[src/rtl/cva6_ptw_sv32.sv]
// Sv32 hardware page-table walker feeding cva6_tlb_sv32.update_i.
// Walks one TLB miss at a time: reads the level-1 PTE and, for a pointer
// PTE, the level-0 PTE, with at most one memory read outstanding.
// Produces a one-cycle 63-bit update word
// {valid, is_4M, vpn[19:0], asid[8:0], pte[31:0]} or a one-cycle fault pulse.
// Optional feature macro: PTW_ACCESS_CHECK_EN. When it is defined, a leaf PTE
// with A=0 faults. When it is undefined, the A bit is passed to the TLB as-is.
module cva6_ptw_sv32 #(
  parameter int ASID_WIDTH = 1
) (
  input  logic                  clk_i,
  input  logic                  rst_i,
  input  logic                  flush_i,
  input  logic [21:0]           satp_ppn_i,
  input  logic                  miss_valid_i,
  output logic                  miss_ready_o,
  input  logic [31:0]           miss_vaddr_i,
  input  logic [ASID_WIDTH-1:0] miss_asid_i,
  output logic                  mem_req_valid_o,
  input  logic                  mem_req_ready_i,
  output logic [33:0]           mem_req_addr_o,
  input  logic                  mem_rsp_valid_i,
  input  logic [31:0]           mem_rsp_data_i,
  output logic [62:0]           update_o,
  output logic                  fault_o,
  output logic [31:0]           fault_vaddr_o,
  output logic                  busy_o
);

  typedef enum logic [2:0] {
    S_IDLE    = 3'd0,
    S_L1_REQ  = 3'd1,
    S_L1_WAIT = 3'd2,
    S_L0_REQ  = 3'd3,
    S_L0_WAIT = 3'd4,
    S_DRAIN   = 3'd5
  } state_t;

  state_t                state_r;
  logic [31:0]           vaddr_r;
  logic [ASID_WIDTH-1:0] asid_r;
  logic                  req_valid_r;
  logic [33:0]           req_addr_r;
  logic [62:0]           update_r;
  logic                  fault_r;
  logic [31:0]           fault_vaddr_r;
  logic                  busy_r;

  logic [8:0]            asid_ext_s;
  logic                  pte_invalid_s;
  logic                  pte_leaf_s;
  logic                  misaligned_s;
  logic                  access_fault_s;
  logic                  l1_fault_s;
  logic                  l0_fault_s;
  logic [62:0]           update_l1_s;
  logic [62:0]           update_l0_s;

  // A PTE is malformed when it is not valid or is write-only (W without R).
  function automatic logic pte_is_invalid(input logic [31:0] pte);
    return (~pte[0]) | ((~pte[1]) & pte[2]);
  endfunction

  // A PTE is a leaf when it grants read or execute permission.
  function automatic logic pte_is_leaf(input logic [31:0] pte);
    return pte[1] | pte[3];
  endfunction

  assign miss_ready_o    = (state_r == S_IDLE) & ~flush_i;
  assign mem_req_valid_o = req_valid_r;
  assign mem_req_addr_o  = req_addr_r;
  assign update_o        = update_r;
  assign fault_o         = fault_r;
  assign fault_vaddr_o   = fault_vaddr_r;
  assign busy_o          = busy_r;

  // Decode the PTE currently on the response bus and pre-build the update words.
  always_comb begin
    asid_ext_s                   = 9'd0;
    asid_ext_s[ASID_WIDTH-1:0]   = asid_r;
    pte_invalid_s                = pte_is_invalid(mem_rsp_data_i);
    pte_leaf_s                   = pte_is_leaf(mem_rsp_data_i);
    misaligned_s                 = (mem_rsp_data_i[19:10] != 10'd0);
`ifdef PTW_ACCESS_CHECK_EN
    access_fault_s               = ~mem_rsp_data_i[6];
`else
    access_fault_s               = 1'b0;
`endif
    l1_fault_s  = pte_invalid_s | (pte_leaf_s & (misaligned_s | access_fault_s));
    l0_fault_s  = pte_invalid_s | ~pte_leaf_s | access_fault_s;
    update_l1_s = {1'b1, 1'b1, vaddr_r[31:12], asid_ext_s, mem_rsp_data_i};
    update_l0_s = {1'b1, 1'b0, vaddr_r[31:12], asid_ext_s, mem_rsp_data_i};
  end

  // Walk FSM: sequences the PTE reads and registers every output.
  always_ff @(posedge clk_i) begin
    if (rst_i) begin
      state_r       <= S_IDLE;
      vaddr_r       <= 32'd0;
      asid_r        <= '0;
      req_valid_r   <= 1'b0;
      req_addr_r    <= 34'd0;
      update_r      <= 63'd0;
      fault_r       <= 1'b0;
      fault_vaddr_r <= 32'd0;
      busy_r        <= 1'b0;
    end else begin
      update_r <= 63'd0;
      fault_r  <= 1'b0;
      case (state_r)
        S_IDLE: begin
          if (miss_valid_i && !flush_i) begin
            vaddr_r     <= miss_vaddr_i;
            asid_r      <= miss_asid_i;
            req_addr_r  <= {satp_ppn_i, miss_vaddr_i[31:22], 2'b00};
            req_valid_r <= 1'b1;
            busy_r      <= 1'b1;
            state_r     <= S_L1_REQ;
          end else begin
            state_r <= S_IDLE;
          end
        end
        S_L1_REQ, S_L0_REQ: begin
          if (flush_i) begin
            // A request accepted in the flush cycle still returns data.
            req_valid_r <= 1'b0;
            if (mem_req_ready_i) begin
              state_r <= S_DRAIN;
            end else begin
              state_r <= S_IDLE;
              busy_r  <= 1'b0;
            end
          end else if (mem_req_ready_i) begin
            req_valid_r <= 1'b0;
            state_r     <= (state_r == S_L1_REQ) ? S_L1_WAIT : S_L0_WAIT;
          end else begin
            state_r <= state_r;
          end
        end
        S_L1_WAIT: begin
          if (flush_i) begin
            // A response in the flush cycle is simply discarded.
            if (mem_rsp_valid_i) begin
              state_r <= S_IDLE;
              busy_r  <= 1'b0;
            end else begin
              state_r <= S_DRAIN;
            end
          end else if (mem_rsp_valid_i) begin
            if (l1_fault_s) begin
              fault_r       <= 1'b1;
              fault_vaddr_r <= vaddr_r;
              state_r       <= S_IDLE;
              busy_r        <= 1'b0;
            end else if (pte_leaf_s) begin
              update_r <= update_l1_s;
              state_r  <= S_IDLE;
              busy_r   <= 1'b0;
            end else begin
              req_addr_r  <= {mem_rsp_data_i[31:10], vaddr_r[21:12], 2'b00};
              req_valid_r <= 1'b1;
              state_r     <= S_L0_REQ;
            end
          end else begin
            state_r <= S_L1_WAIT;
          end
        end
        S_L0_WAIT: begin
          if (flush_i) begin
            if (mem_rsp_valid_i) begin
              state_r <= S_IDLE;
              busy_r  <= 1'b0;
            end else begin
              state_r <= S_DRAIN;
            end
          end else if (mem_rsp_valid_i) begin
            if (l0_fault_s) begin
              fault_r       <= 1'b1;
              fault_vaddr_r <= vaddr_r;
            end else begin
              update_r <= update_l0_s;
            end
            state_r <= S_IDLE;
            busy_r  <= 1'b0;
          end else begin
            state_r <= S_L0_WAIT;
          end
        end
        S_DRAIN: begin
          if (mem_rsp_valid_i) begin
            state_r <= S_IDLE;
            busy_r  <= 1'b0;
          end else begin
            state_r <= S_DRAIN;
          end
        end
        default: begin
          state_r     <= S_IDLE;
          req_valid_r <= 1'b0;
          busy_r      <= 1'b0;
        end
      endcase
    end
  end

endmodule

[config.mk]
export PLATFORM = sky130hd
export DESIGN_NAME = cva6_ptw_sv32
export DESIGN_NICKNAME = d
export VERILOG_FILES = /design/src/rtl/cva6_ptw_sv32.sv
export SDC_FILE = /design/constraint.sdc
export NUM_CORES = 1
export LEC_CHECK = 0
export CAP_MARGIN = 30
export CORE_ASPECT_RATIO = 0.9
export CORE_MARGIN = 3
export CORE_UTILIZATION = 47
export CTS_CLUSTER_SIZE = 28
export DETAILED_ROUTE_END_ITERATION = 16
export GPL_ROUTABILITY_DRIVEN = 0
export PLACE_DENSITY = 0.85
export REMOVE_ABC_BUFFERS = 1
export SLEW_MARGIN = 10
export SYNTH_ARGS = -nofsm -noshare
export SYNTH_HDL_FRONTEND = slang
export SYNTH_SLANG_ARGS = --single-unit
[constraint.sdc]
create_clock -name clk_i -period 6.06 [get_ports clk_i]
set_clock_uncertainty 0.15 [all_clocks]
set_input_delay 1.212 -clock clk_i [delete_from_list [all_inputs] [get_ports clk_i]]
set_output_delay 1.212 -clock clk_i [all_outputs]
set_load 0.02 [all_outputs]
* After elaboration in Yosys (flattened, before gate mapping) *
Index checks and enable logic that the tools add are counted.

word-level totals
  register bits = 168
  output and inout bits = 133

cells by class
  eq/ne operators = 19
  multiplexer cells = 57
  bitwise operators = 12
  reduce and logical (&&, ||, !) cells = 13

operators by type and width
  kind                  count
  $mux W63              7
  $mux W32              6
  $mux W34              5
  $pmux W63 S2          1
  $pmux W34 S2          1
  $pmux W32 S2          1
  $mux W3               9
  $mux W1               21
  $ne A2 B2 Y1 const B  10
  $pmux W3 S5           1
  $reduce_and A7 Y1     2
  $reduce_bool A10 Y1   1
  $pmux W1 S4           2
  $eq A3 B2 Y1 const B  2
  $eq A3 B3 Y1 const B  2
  $ne A3 B3 Y1 const B  2
  $reduce_and A6 Y1     1
  $not A1 Y1            5
  $reduce_and A5 Y1     1
  $mux W2               2
  $ne A4 B4 Y1 const B  1
  $or A1 B1 Y1          4
  $reduce_bool A2 Y1    2
  $reduce_or A2 Y1      2
  other kinds (8)       10

* Logic depth before layout (Yosys ltp) *
Gate-level depths: netlist of the first run.

  word-level depth = 8
  depth in mapped cells = 8
  depth with buffers taken out = 5

* Least setup slack after synthesis of the first run *
No wires, ideal clock.

  kind = input -> output
  start point = input port flush_i
  end point = output port miss_ready_o
  data arrival time = 1.714 ns
  data required time = 4.698 ns
  setup slack = 2.984 ns
  stages on the path = 2
  path through = clkbuf_1 > nor2_1

between the ends
  longest elaborated chain between the ends = 2

ends and longest elaborated chain
  item           RTL line  text
  from (decl)    13        input logic flush_i,
  $not A1 Y1     69        assign miss_ready_o = (state_r == S_IDLE) & ~flush_i;
  $and A1 B1 Y1  69
  to (decl)      16        output logic miss_ready_o,

No other way between the ends.

* Worst setup path after layout of the first run *
Ends and elaborated chain as after synthesis.

==> results of run 1 <==
cells in the final DEF (no fill, tap or decap), types with 2 or more instances in the layout:
cell               n
clkbuf_1           3
or3_1              2
nor3_1             8
nor2_1            43
nand2b_1           5
o21ai_0           34
mux2i_1           34
mux2_2             2
buf_4              8
or3b_1            17
or3b_2            15
nor4_1             3
a211oi_1          32
nand2_1           70
clkinvlp_4         4
dfxtp_1          158
conb_1            10
clkdlybuf4s50_1  214
clkbuf_16         17
inv_1              4
and2_1            53
nand3_1            2
a21oi_1           69
o211ai_1           2
clkinv_2           5
nor3b_1            2
nor2b_1            3
state kept, by name (all words and copies together), names as in the netlist:
register	flops
mem_req_addr_o	32
fault_vaddr_o	32
asid_r	1
update_o	55
vaddr_r	32
mem_req_valid_o	1
busy_o	1
fault_o	1
state_r	3
worst max-delay path, delay by kind of cell:
family	cells	cell delay (ns)
buffers and inverters	2	1.31
AND/OR/NAND/NOR	1	0.22
area by class of cell:
type                            instances  area share
Timing Repair Buffer                  223       0.256
Inverter                                4     0.00173
Clock inverter                         11      0.0108
Clock buffer                           21      0.0519
Multi-Input combinational cell        425       0.292
Tap cell                              160      0.0231
Sequential cell                       158       0.364
power groups by stage:
stage	Sequential [mW]	Clock (mW)	Combinational, mW
floorplan	1.13	0	0.0889
global placement	1.11	0	0.244
detailed placement	1.11	0	0.250
CTS	1.09	0.990	0.252
global route	1.10	1.03	0.272
finish	1.09	0.973	0.252
per-layer routing:
layer  share of wire  GRT usage  up-vias
met1            0.42      0.273     2428
met2            0.50      0.384      196
li1                -          -     2555
met4           0.022     0.0993        0
met3           0.058     0.0571       28
met5               0          0        -
kinds of logic after synthesis:
logic type             Yosys count  synth area share
AO/OA/AOI/OAI                  147             0.142
XOR/XNOR                         2           0.00295
buffers and inverters           67            0.0521
flip-flops                     158             0.533
multiplexers                    36            0.0611
other                            1          0.000632
AND/OR/NAND/NOR                230             0.208
per-stage QoR:
step | hold WS (ns) | cells | setup WS (ns) | utilization | power [mW]
final | 0.301 | 1002 | 1.95 | 0.710 | 2.32
after global routing | 0.332 | 1002 | 1.86 | 0.710 | 2.40
after CTS | 0.303 | 1001 | 1.96 | 0.709 | 2.33
after detailed placement | 0.295 | 969 | 1.88 | 0.664 | 1.36
after global placement | 0.288 | 969 | 2.01 | 0.664 | 1.36
after floorplan | 0.275 | 587 | -1.43 | - | 1.22
worst max path at each step:
stage          cells after the start                 end  slack (ns)
2_1_floorplan                      4  mem_req_addr_o[10]       -1.43
3_3_place_gp                       3        miss_ready_o        2.01
3_5_place_dp                       7        update_o[15]        1.88
4_1_cts                            3        miss_ready_o        1.96
5_1_grt                            3        miss_ready_o        1.86
6_report                           3        miss_ready_o        1.95
==> run metrics, run 1 <==
Worst path most repeated cell=clkdlybuf4s50_1; n_diodes=0; final hold violation count=0; fin nets=922; VDD IR max=0.171 mV; list of most frequent post-synthesis cells=158 x dfxtp_1, 71 x nand2_1, 70 x a21oi_1; vias in the first global route=5115; Post-CTS Resized=0; Initial DRT Pass Iterations=5; Pins Over Slew Limit=0; top_reg_cell synth=dfxtp_1; synthesized instance count=641; R2R Path Start=state_r[1]; Layout fillers=894; Post-synth EDFFs=0; Sw Share=0.237; Post-CTS Hold Fix Bufs=0; reg2reg end=mem_req_addr_o[11]; DR iter-0 viols=375; Critical Setup Path Class=in2out; H-tree depth=4; Initial Utilization=0.486; sequential cell area fraction in the yosys report=0.533; Distinct cells, synth=42; post-synthesis register bit count=158; DR vias/cell=5.20; LEAKAGE=3.02 nW; R2R depth=7; Net Switching=0.548 mW; max-cap viol count=0; ranking of synthesized cells by area=dfxtp_1 53%, a21oi_1 5.9%, mux2i_1 5.7%, and2_1 5.6%, nand2_1 4.5%; crit-path max FO=17; Mapped Area=5940 µm²; Syn-to-layout area delta=46.2%; WHS Endpoint=vaddr_r[6]; CP Capture Type=output port; largest net degree at the start of global routing=67; Worst-path clk slew=0.06 ns; reg2reg setup slack=2.91 ns; post-CTS setup buffer count=0; synth warn=0; clock network latency to the later pin of the worst-skew pair=0.41 ns; GRT Util Overall=0.226; Final Cycle Share=0.678; CP arrival=2.75 ns; DIE AREA=14000 µm²; I/O pin count=226; clock group share of total power=0.420; Comb power frac=0.109; worst setup path startpoint=flush_i; Seq pwr share=0.471; std cell rows=38; via count=5207; minimum clock period=4.11 ns; clk buf depth=2; fin area=8680 µm²; clock sinks=158; fmax=0.243 GHz; antenna viol nets, final=0; width of the die=124 µm; Hold Path Depth=2; Pint=1.77 mW; share of layout cells above drive strength 1=0.0724; drt wl/cell=15.9 µm; Final setup violation count=0; initial antenna violation count=0; Routed WL=15.9 mm; Min-Delay Path Class=reg2reg; CTS buffer count=17; Placement Cell Area=8120 µm²; core area=12200 µm²; Worst-Margin Slew=0.696 ns; WP data required=4.70 ns; Synth top area share=0.533; area of the multi-input gates=2530 µm²; relative slew slack=0.535; fraction of registers with async set/reset=0; RSZ-0062 raised after global routing=no; hpwl dp=10.6 mm; CTS tree=done; CP startpoint kind=primary input; CP cell instances=clkdlybuf4s50_1, nor2_1, clkdlybuf4s50_1; post-synth top area cell=dfxtp_1; Worst path slowest cell=clkdlybuf4s50_1; hold path startpoint=vaddr_r[6]; Clock Root Buffer=clkbuf_16; status=complete, no violations; Worst path max stage delay=0.69 ns; Reg area=3160 µm²; first-pass GRT wire length=25.6 mm; DRC Markers=0; IO buf count=215; setup TNS=0 ns; power density over the cells=267 nW/µm²; Syn Area/Cell=9.26 µm²; cell with the most instances after synthesis=dfxtp_1; die boundary height=113 µm; GRT Residual Overflow=0
No activity file was read; power rests on OpenSTA's default activity.
==> run 2: changes to the inputs <==
--- a/config.mk
+++ b/config.mk
@@ -8,11 +8,11 @@
 export CAP_MARGIN = 30
 export CORE_ASPECT_RATIO = 0.9
 export CORE_MARGIN = 3
-export CORE_UTILIZATION = 47
+export CORE_UTILIZATION = 40
 export CTS_CLUSTER_SIZE = 28
 export DETAILED_ROUTE_END_ITERATION = 16
 export GPL_ROUTABILITY_DRIVEN = 0
-export PLACE_DENSITY = 0.85
+export PLACE_DENSITY = 0.77
 export REMOVE_ABC_BUFFERS = 1
 export SLEW_MARGIN = 10
 export SYNTH_ARGS = -nofsm -noshare
==> constraint.sdc (replaced) <==
create_clock -name clk_i -period 3.4 [get_ports clk_i]
set_clock_uncertainty 0.15 [all_clocks]
set_input_delay 0.68 -clock clk_i [delete_from_list [all_inputs] [get_ports clk_i]]
set_output_delay 0.68 -clock clk_i [all_outputs]
set_load 0.02 [all_outputs]
==> run metrics, run 2 (synthesis gave the netlist of run 1 again) <==
Syn-to-layout area delta=48.2% (was 46.2%); max-cap viol count=0 (unchanged); clock sinks=158 (unchanged); DR vias/cell=4.88 (was 5.20); Placement Cell Area=8240 µm² (was 8120 µm²); Routed WL=16.3 mm (was 15.9 mm); fin nets=929 (was 922); WHS=0.298 ns (was 0.301 ns); hpwl dp=11.0 mm (was 10.6 mm); share of layout cells above drive strength 1=0.0824 (was 0.0724); relative slew slack=0.553 (was 0.535); n_diodes=0 (unchanged); # placed instances=1010 (was 969); Final setup violation count=0 (unchanged); DIE AREA=16300 µm² (was 14000 µm²); Pins Over Slew Limit=0 (unchanged); status=complete, no violations (unchanged); wl on met1=7.17 mm (was 6.69 mm); CTS buffer count=17 (unchanged); drt wl/cell=15.6 µm (was 15.9 µm); post-CTS setup buffer count=0 (unchanged); Min-Delay Path Class=reg2reg (unchanged); most common cell after layout, fill and taps aside=clkdlybuf4s50_1 (unchanged); most frequent cells in the layout=214 x clkdlybuf4s50_1, 158 x dfxtp_1, 70 x nand2_1 (unchanged); crit-path max FO=16 (was 17); vias in the first global route=4810 (was 5115); GRT Residual Overflow=0 (unchanged); power density over the cells=471 nW/µm² (was 267 nW/µm²); LEAKAGE=3.06 nW (was 3.02 nW); die boundary height=122 µm (was 113 µm); largest net degree at the start of global routing=66 (was 67); Initial Utilization=0.416 (was 0.486); clock network latency to the later pin of the worst-skew pair=0.41 ns (about the same); Post-CTS Resized=0 (unchanged); I/O pin count=226 (unchanged); CP Capture Type=output port (unchanged); fin area=8800 µm² (was 8680 µm²); DR top layer=met4 (unchanged); Critical Setup Path Class=reg2out (was in2out); fmax=0.344 GHz; IO buf count=215 (unchanged); WL met2=7.77 mm (was 7.93 mm); core area=14300 µm² (was 12200 µm²); initial antenna violation count=0 (unchanged); Final Cycle Share=0.855; CP startpoint kind=register (was primary input); minimum clock period=2.91 ns; Worst-path clk slew=0.06 ns (about the same); fin cells=1042 (was 1002); H-tree depth=4 (unchanged); GRT Util Overall=0.200 (was 0.226); CP arrival=2.08 ns (was 2.75 ns); DR WL met3=1.11 mm (was 927 µm); Worst-Margin Slew=0.671 ns (was 0.696 ns); RSZ-0062 raised after global routing=no (unchanged); Clock Root Buffer=clkbuf_16 (unchanged); antenna viol nets, final=0 (unchanged); Largest register FFs=55 (unchanged); DR iter-0 viols=267 (was 375); overall power=4.14 mW (was 2.32 mW); first-pass GRT wire length=25.7 mm (was 25.6 mm); final hold violation count=0 (unchanged); clk buf depth=2 (unchanged); width of the die=134 µm (was 124 µm); CTS tree=done (unchanged); Post-CTS Hold Fix Bufs=0 (unchanged); Initial DRT Pass Iterations=4 (was 5); via count=5081 (was 5207); DRC Markers=0 (unchanged); VDD IR max=0.318 mV (was 0.171 mV); std cell rows=41 (was 38); WP data required=2.57 ns (was 4.70 ns)
## run 2: changes by cell type in the layout (fill, tap and decap cells not counted), moves of 2 or more
cell / previous run / this run
clkbuf_8: 1 / 3
inv_6: 0 / 2
clkinv_4: 1 / 3
clkbuf_1: 3 / 1
buf_4: 8 / 14
clkinv_2: 5 / 2
## run 2: worst max-delay path, stage by stage (launching register included)
cell and delay, ns:
dfxtp_1 0.48, or3_1 0.46, nor2_1 0.11, clkdlybuf4s50_1 0.61
## run 2: worst paths after layout
kind,endpoint,from,slack (ns),depth (start not counted)
min reg2reg,vaddr_r[4],vaddr_r[4],0.30,2
max,miss_ready_o,state_r[0],0.49,3
max reg2reg,mem_req_addr_o[27],state_r[1],0.90,7
min,vaddr_r[4],vaddr_r[4],0.30,2
## run 2: area by class of cell
class	count	area (µm²)
Tap cell	193	241
Multi-Input combinational cell	425	2530
Clock buffer	21	470
Fill cell	1305	5470
Inverter	4	15.0
Sequential cell	158	3160
Clock inverter	11	83.8
Timing Repair Buffer	230	2290
## run 2: per-layer routing
| layer | up-vias | global-route usage |
|---|---|---|
| met4 | 0 | 0.0687 |
| met3 | 17 | 0.0562 |
| met1 | 2329 | 0.258 |
| met5 | - | 0 |
| li1 | 2565 | - |
| met2 | 170 | 0.326 |
## run 2: per-stage QoR
step	utilization	TNS [ns]	setup WS (ns)
2_1_floorplan	-	-414.46	-4.09
3_3_place_gp	0.578	0	0.485
3_5_place_dp	0.578	0	0.426
4_1_cts	0.617	0	0.480
5_1_grt	0.617	0	0.407
6_report	0.617	0	0.493
## run 2: power by group
group	switching, mW	internal (mW)	total (mW)
clock	0.747	0.997	1.74
sequential	0.0374	1.91	1.94
combinational	0.224	0.230	0.454
total	1.01	3.13	4.14
